**config.mk**
```make
export PLATFORM = sky130hd
export DESIGN_NAME = inert_cal_mon
export DESIGN_NICKNAME = d
export VERILOG_FILES = /design/src/rtl/inert_pkg.sv /design/src/rtl/inert_cal_mon_blink_gen.sv /design/src/rtl/inert_cal_mon.sv
export SDC_FILE = /design/constraint.sdc
export NUM_CORES = 1
export LEC_CHECK = 0
export BUFFER_PORTS_ARGS = -buffer_cell sky130_fd_sc_hd__buf_2
export CAP_MARGIN = 20
export CORE_UTILIZATION = 28
export CTS_CLUSTER_DIAMETER = 120
export DETAILED_ROUTE_END_ITERATION = 8
export SLEW_MARGIN = 20
export SYNTH_ARGS = -nofsm -noshare
export SYNTH_HDL_FRONTEND = slang
export SYNTH_SLANG_ARGS = --single-unit
```
**constraint.sdc**
```tcl
create_clock -name clk -period 4.79 [get_ports clk]
set_clock_uncertainty 0.05 [all_clocks]
set_input_delay 1.437 -clock clk [delete_from_list [all_inputs] [get_ports clk]]
set_output_delay 1.437 -clock clk [all_outputs]
set_load 0.02 [all_outputs]
```
**src/rtl/inert_pkg.sv**
```systemverilog
// Shared types and constants for the inertial calibration monitor.
//   cal_state_t     : calibration FSM states
//   disp_mode_t     : LED display modes selected by the mode input in DISP
//   CAL_PAT_DEFAULT : LED pattern shown while calibration is running
package inert_pkg;

    typedef enum logic [2:0] {
        IDLE,
        START,
        CAL,
        DISP,
        FAIL
    } cal_state_t;

    typedef enum logic [1:0] {
        HEAD,
        HOLD,
        OCT,
        STAT
    } disp_mode_t;

    localparam logic [7:0] CAL_PAT_DEFAULT = 8'hA5;

endpackage

```
**src/rtl/inert_cal_mon_blink_gen.sv**
```systemverilog
// Free-running blink prescaler; its MSB is the blink phase.
//   clk   : system clock
//   rst   : asynchronous active-high reset, clears the prescaler
//   blink : prescaler MSB, toggles every 2**(width-1) cycles
module blink_gen #(
    parameter int unsigned BLINK_W  = 22,
    parameter int unsigned FAST_SIM = 0
) (
    input  logic clk,
    input  logic rst,
    output logic blink
);

    // Simulation builds shrink the prescaler so blinking is observable quickly.
    localparam int unsigned PRE_W = (FAST_SIM != 0) ? 4 : BLINK_W;

    logic [PRE_W-1:0] pre_cnt;

    // Prescaler counter, wraps naturally.
    always_ff @(posedge clk or posedge rst) begin
        if (rst) begin
            pre_cnt <= '0;
        end else begin
            pre_cnt <= pre_cnt + PRE_W'(1);
        end
    end

    assign blink = pre_cnt[PRE_W-1];

endmodule

```
**src/rtl/inert_cal_mon.sv**
```systemverilog
// Calibration sequencer and LED status display for the inertial interface.
// Starts calibration after reset, retries on timeout up to MAX_RETRY times,
// then shows either heading information (DISP) or a blinking failure (FAIL).
//   clk       : system clock
//   rst       : asynchronous active-high reset
//   cal_done  : calibration complete pulse from inert_intf
//   rdy       : heading valid pulse
//   heading   : signed heading from inert_intf
//   recal_req : request to restart calibration (honoured in DISP/FAIL only)
//   mode      : LED display mode select (used in DISP)
//   strt_cal  : one-cycle calibration start pulse (high only in START)
//   cal_ok    : high while in DISP
//   cal_fail  : high while in FAIL
//   LED       : registered display bus
module inert_cal_mon
    import inert_pkg::*;
#(
    parameter int unsigned      FAST_SIM    = 0,
    parameter int unsigned      LED_W       = 8,
    parameter int unsigned      HEAD_W      = 12,
    parameter int unsigned      CAL_TIMEOUT = 65536,
    parameter int unsigned      MAX_RETRY   = 3,
    parameter int unsigned      BLINK_W     = 22,
    parameter logic [LED_W-1:0] CAL_PAT     = LED_W'(CAL_PAT_DEFAULT)
) (
    input  logic              clk,
    input  logic              rst,
    input  logic              cal_done,
    input  logic              rdy,
    input  logic [HEAD_W-1:0] heading,
    input  logic              recal_req,
    input  logic [1:0]        mode,
    output logic              strt_cal,
    output logic              cal_ok,
    output logic              cal_fail,
    output logic [LED_W-1:0]  LED
);

    localparam int unsigned TMO_W   = $clog2(CAL_TIMEOUT);
    localparam int unsigned RETRY_W = (MAX_RETRY > 0) ? $clog2(MAX_RETRY + 1) : 1;

    cal_state_t         state, state_nxt;
    logic [TMO_W-1:0]   tmo_cnt, tmo_nxt;
    logic [RETRY_W-1:0] retry_cnt, retry_nxt;
    logic [LED_W-1:0]   hold_reg, hold_nxt;
    logic [LED_W-1:0]   led_nxt;
    logic [LED_W-1:0]   head_top;
    logic [LED_W-1:0]   led_oct;
    logic [2:0]         oct_idx;
    logic               blink;
    logic               heading_unused;

    // Only the top LED_W heading bits are displayed; the rest are intentionally dropped.
    assign heading_unused = ^heading;

    blink_gen #(
        .BLINK_W  (BLINK_W),
        .FAST_SIM (FAST_SIM)
    ) u_blink (
        .clk   (clk),
        .rst   (rst),
        .blink (blink)
    );

    // Next-state, counter and LED selection logic.
    always_comb begin
        state_nxt = state;
        tmo_nxt   = tmo_cnt;
        retry_nxt = retry_cnt;
        hold_nxt  = hold_reg;
        led_nxt   = '0;

        head_top = heading[HEAD_W-1 -: LED_W];
        // Flip the sign bit so heading 0 lands mid-bus and the octants read left-to-right.
        oct_idx  = heading[HEAD_W-1 -: 3] ^ 3'b100;
        led_oct  = '0;
        led_oct[oct_idx] = 1'b1;

        case (state)
            IDLE: begin
                state_nxt = START;
            end
            START: begin
                tmo_nxt   = '0;
                state_nxt = CAL;
            end
            CAL: begin
                tmo_nxt = tmo_cnt + TMO_W'(1);
                led_nxt = blink ? ~CAL_PAT : CAL_PAT;
                // cal_done takes priority over a coincident timeout.
                if (cal_done) begin
                    state_nxt = DISP;
                end else if (tmo_cnt == TMO_W'(CAL_TIMEOUT - 1)) begin
                    if (retry_cnt < RETRY_W'(MAX_RETRY)) begin
                        retry_nxt = retry_cnt + RETRY_W'(1);
                        state_nxt = START;
                    end else begin
                        state_nxt = FAIL;
                    end
                end
            end
            DISP: begin
                if (rdy) begin
                    hold_nxt = head_top;
                end
                case (disp_mode_t'(mode))
                    HEAD:    led_nxt = head_top;
                    HOLD:    led_nxt = hold_reg;
                    OCT:     led_nxt = led_oct;
                    STAT:    led_nxt = LED_W'(retry_cnt);
                    default: led_nxt = '0;
                endcase
                if (recal_req) begin
                    retry_nxt = '0;
                    state_nxt = START;
                end
            end
            FAIL: begin
                led_nxt = blink ? '1 : '0;
                if (recal_req) begin
                    retry_nxt = '0;
                    state_nxt = START;
                end
            end
            default: begin
                state_nxt = IDLE;
            end
        endcase
    end

    // State, counters and registered outputs.
    always_ff @(posedge clk or posedge rst) begin
        if (rst) begin
            state     <= IDLE;
            tmo_cnt   <= '0;
            retry_cnt <= '0;
            hold_reg  <= '0;
            LED       <= '0;
            strt_cal  <= 1'b0;
            cal_ok    <= 1'b0;
            cal_fail  <= 1'b0;
        end else begin
            state     <= state_nxt;
            tmo_cnt   <= tmo_nxt;
            retry_cnt <= retry_nxt;
            hold_reg  <= hold_nxt;
            LED       <= led_nxt;
            // Status flags track the state being entered so they align with it.
            strt_cal  <= (state_nxt == START);
            cal_ok    <= (state_nxt == DISP);
            cal_fail  <= (state_nxt == FAIL);
        end
    end

endmodule

```
==> results.md <==
- Outcome: completed
- Primary FF master, synth: dfrtp_1
- Area added between synthesis and finish: 15.5%
- Post-layout min period: ~2300 ps
- Total gr overflow: 0
- Max incr delay on CP: ~370 ps
- Synth Area in Compound Gates: 8.25%
- Worst vdd ir: roughly 260 uV
- Total negative slack: 0 ps
- Routability congestion estimate: 0.729
- Comb power frac: between 20% and 30%
- Critical path required time: 3300 ps
- Core Area: ~0.010 mm^2
- PwrDens: roughly 450 mW/mm^2
- Clock Path Buffers: 2
- Post-CTS Resized: 0
- Final wirelength: 5490 um
- Hold Vio Cnt, Final: 0
- Internal: 0.00107 W
- Psw: 0.000493 W
- Ant diodes: 0
- Number of setup buffers added after CTS: 0
- Part of the power in registers: around 44%
- CTS H-tree depth: 3
- Nets: ~320
- Drt pass-1 iters: 4
- WHS: 423 ps
- Worst min-delay path category: flip-flop to flip-flop
- Synth warn: 0
- Biggest register: u_blink.pre_cnt
- CTS tree: yes
- CTS buffer count: 9
- Synthesized area: ~0.0030 mm^2
- Synth top area share: 51.1%
- Clock root buffer: clkbuf_8
- Clk sinks: 62
- CP max FO: 1
- Mean post-synth cell area: around 11 um^2
- Async SR Flop Fraction: 100%
- Starting Density: approximately 29%
- Max-capacitance violation count: 0
- Vias per cell: 4.69
- Crit path capture type: output port
- Row count: 37
- Synthesized Nets: slightly below 300
- R2R setup slack: 2740 ps
- CP Launch Type: flip-flop
- DR vias: a little over 2k
- Syn Inst Count: 276
- First-pass GRT wire length: 9570 um
- Post-synthesis sequential area ratio: 51.1%
- Reg clk slew, reported paths: 80 ps
- Leak: about 1.6 nW
- Largest family of logic cells by synthesized area: simple AND/OR/NAND/NOR gates
- Max FFs per register: 22
- Max Clk Rate: 427 MHz
- Largest net degree at the start of global routing: 39
- Io pins: 30
- Tightest Pin Transition: 774 ps
- Slowest CP cell: dfrtp_1
- Critical path class: flip-flop to output port
- Port buffer count: 25
- Final setup viols: 0
- Adder-cell share of the synthesized area: 1.24%
- Most instantiated cells after synthesis: dfrtp_1 (62), nand2_1 (29), xnor2_1 (17)
- DP Wirelength: 3780 um
- Drt drc: 0
- Share of cells above drive strength 1: about a fifth
- Relative slew slack: 48.3%
- Top cells by area, synth: dfrtp_1 (51%), xnor2_1 (4.9%), mux2_2 (3.7%), mux2i_1 (3.6%), nand2_1 (3.6%)
- RSZ-0062 raised after global routing: false
- Initial antenna violation count: 0
- Vias in the first global route: 2024
- Count leader, synth: dfrtp_1
- Largest registers: u_blink.pre_cnt x22, tmo_cnt x16
- Chip width: ~110 um
- Pre-CTS setup slack: 2140 ps
- Synth area leader: dfrtp_1
- Die Area: 0.0113 mm^2
- Max-slew violation count: 0
- #FFs+latches synth: between 60 and 70
- GRT Total Usage: 10.7%
- Post-route setup slack: between 2000 and 2500 ps
- Initial drt markers: 95
- Post-synth EDFFs: 0
- Sw Share: 31.5%
- Worst path top cell family by delay: flip-flops
- CP cell instances: buf_2
- Util after Layout: 33.7%
- Routed Antenna Nets: 0
- CTS Hold Bufs: 0
- Worst-Skew Late Latency: around 330 ps
- Synth Area in Simple Gates: 21.6%
- Mux share of post-synthesis cell area: a little under 9%
- WP buf/inv: 1
- Synth Area in XOR/XNOR: 6.35%
- DR WL/cell: 12.4 um
- Fin crit share: 48.9%
- Critical Path AT: 850 ps
- Clk network pwr share: between 30% and 40%
- Synth cell types: 49
- Die height: 106 um
placed cells by master, fill, tap and decap left out, types with 5 or more instances in the layout:
cell      count
nand3_1      12
clkbuf_8      9
xnor2_1      17
nand2_1      29
inv_1         6
mux2_2       10
nand4_1      11
a21oi_1       9
dfrtp_1      62
nand2b_1      9
xor2_1        5
buf_2        25
mux2i_1      11
o21ai_0      13
nor2_1       15
layout make-up:
class                      count  area (um^2)
clock inverter                 7         97.6
inverter                       7         26.3
tap                          136          170
fill                        1040         6910
multi-input combinational    196         1400
timing repair buffer          26          133
sequential                    62         1550
clock buffer                   9          124
worst paths after layout:
kind                                     start  cells past startpoint             endpoint
setup / recovery                        LED[2]                      1               LED[2]
setup reg to reg                      state[1]                      4         retry_cnt[0]
max in group asynchronous                  rst                      3           tmo_cnt[3]
hold / removal             u_blink.pre_cnt[18]                      1  u_blink.pre_cnt[18]
hold reg to reg            u_blink.pre_cnt[18]                      1  u_blink.pre_cnt[18]
min in group asynchronous                  rst                      2   u_blink.pre_cnt[0]
worst register-to-register path, stage by stage, from the launching register on:
cell      delay, ps
dfrtp_1         600
nor3b_1         560
o21ai_0         180
o211ai_1        170
mux2_2          370
stage by stage:
| stage | total power (W) | area (um^2) | instances |
|---|---|---|---|
| after floorplan | 0.000983 | 3030 | 276 |
| after detailed placement | 0.00107 | 3280 | 427 |
| after global routing | 0.00165 | 3510 | 443 |
| final | 0.00157 | 3510 | 443 |
| after global placement | 0.00106 | 3280 | 427 |
| after CTS | 0.00158 | 3510 | 443 |
layer usage:
| layer | track usage [%] | up-vias | part of all wire [%] |
|---|---|---|---|
| met5 | 0 | - | 0 |
| met4 | 5.06 | 0 | 1.4 |
| met3 | 2.27 | 8 | 3.0 |
| met2 | 16.2 | 29 | 44 |
| met1 | 14.4 | 1001 | 51 |
| li1 | - | 1041 | - |
kinds of logic after synthesis:
kind of cell	count (synthesis)
compound gates	39
fa+ha+maj	3
xor+xnor	22
flops	62
mux	23
simple gates	109
buf+inv	18
power by group through the flow:
stage	Combinational [W]	Clock (W)	Sequential, W
3_5_place_dp	0.000375	0	0.000693
6_report	0.000372	0.000509	0.000685
2_1_floorplan	0.000280	0	0.000703
3_3_place_gp	0.000370	0	0.000692
4_1_cts	0.000379	0.000520	0.000683
5_1_grt	0.000415	0.000543	0.000697
No activity file was read; power rests on OpenSTA's default activity.
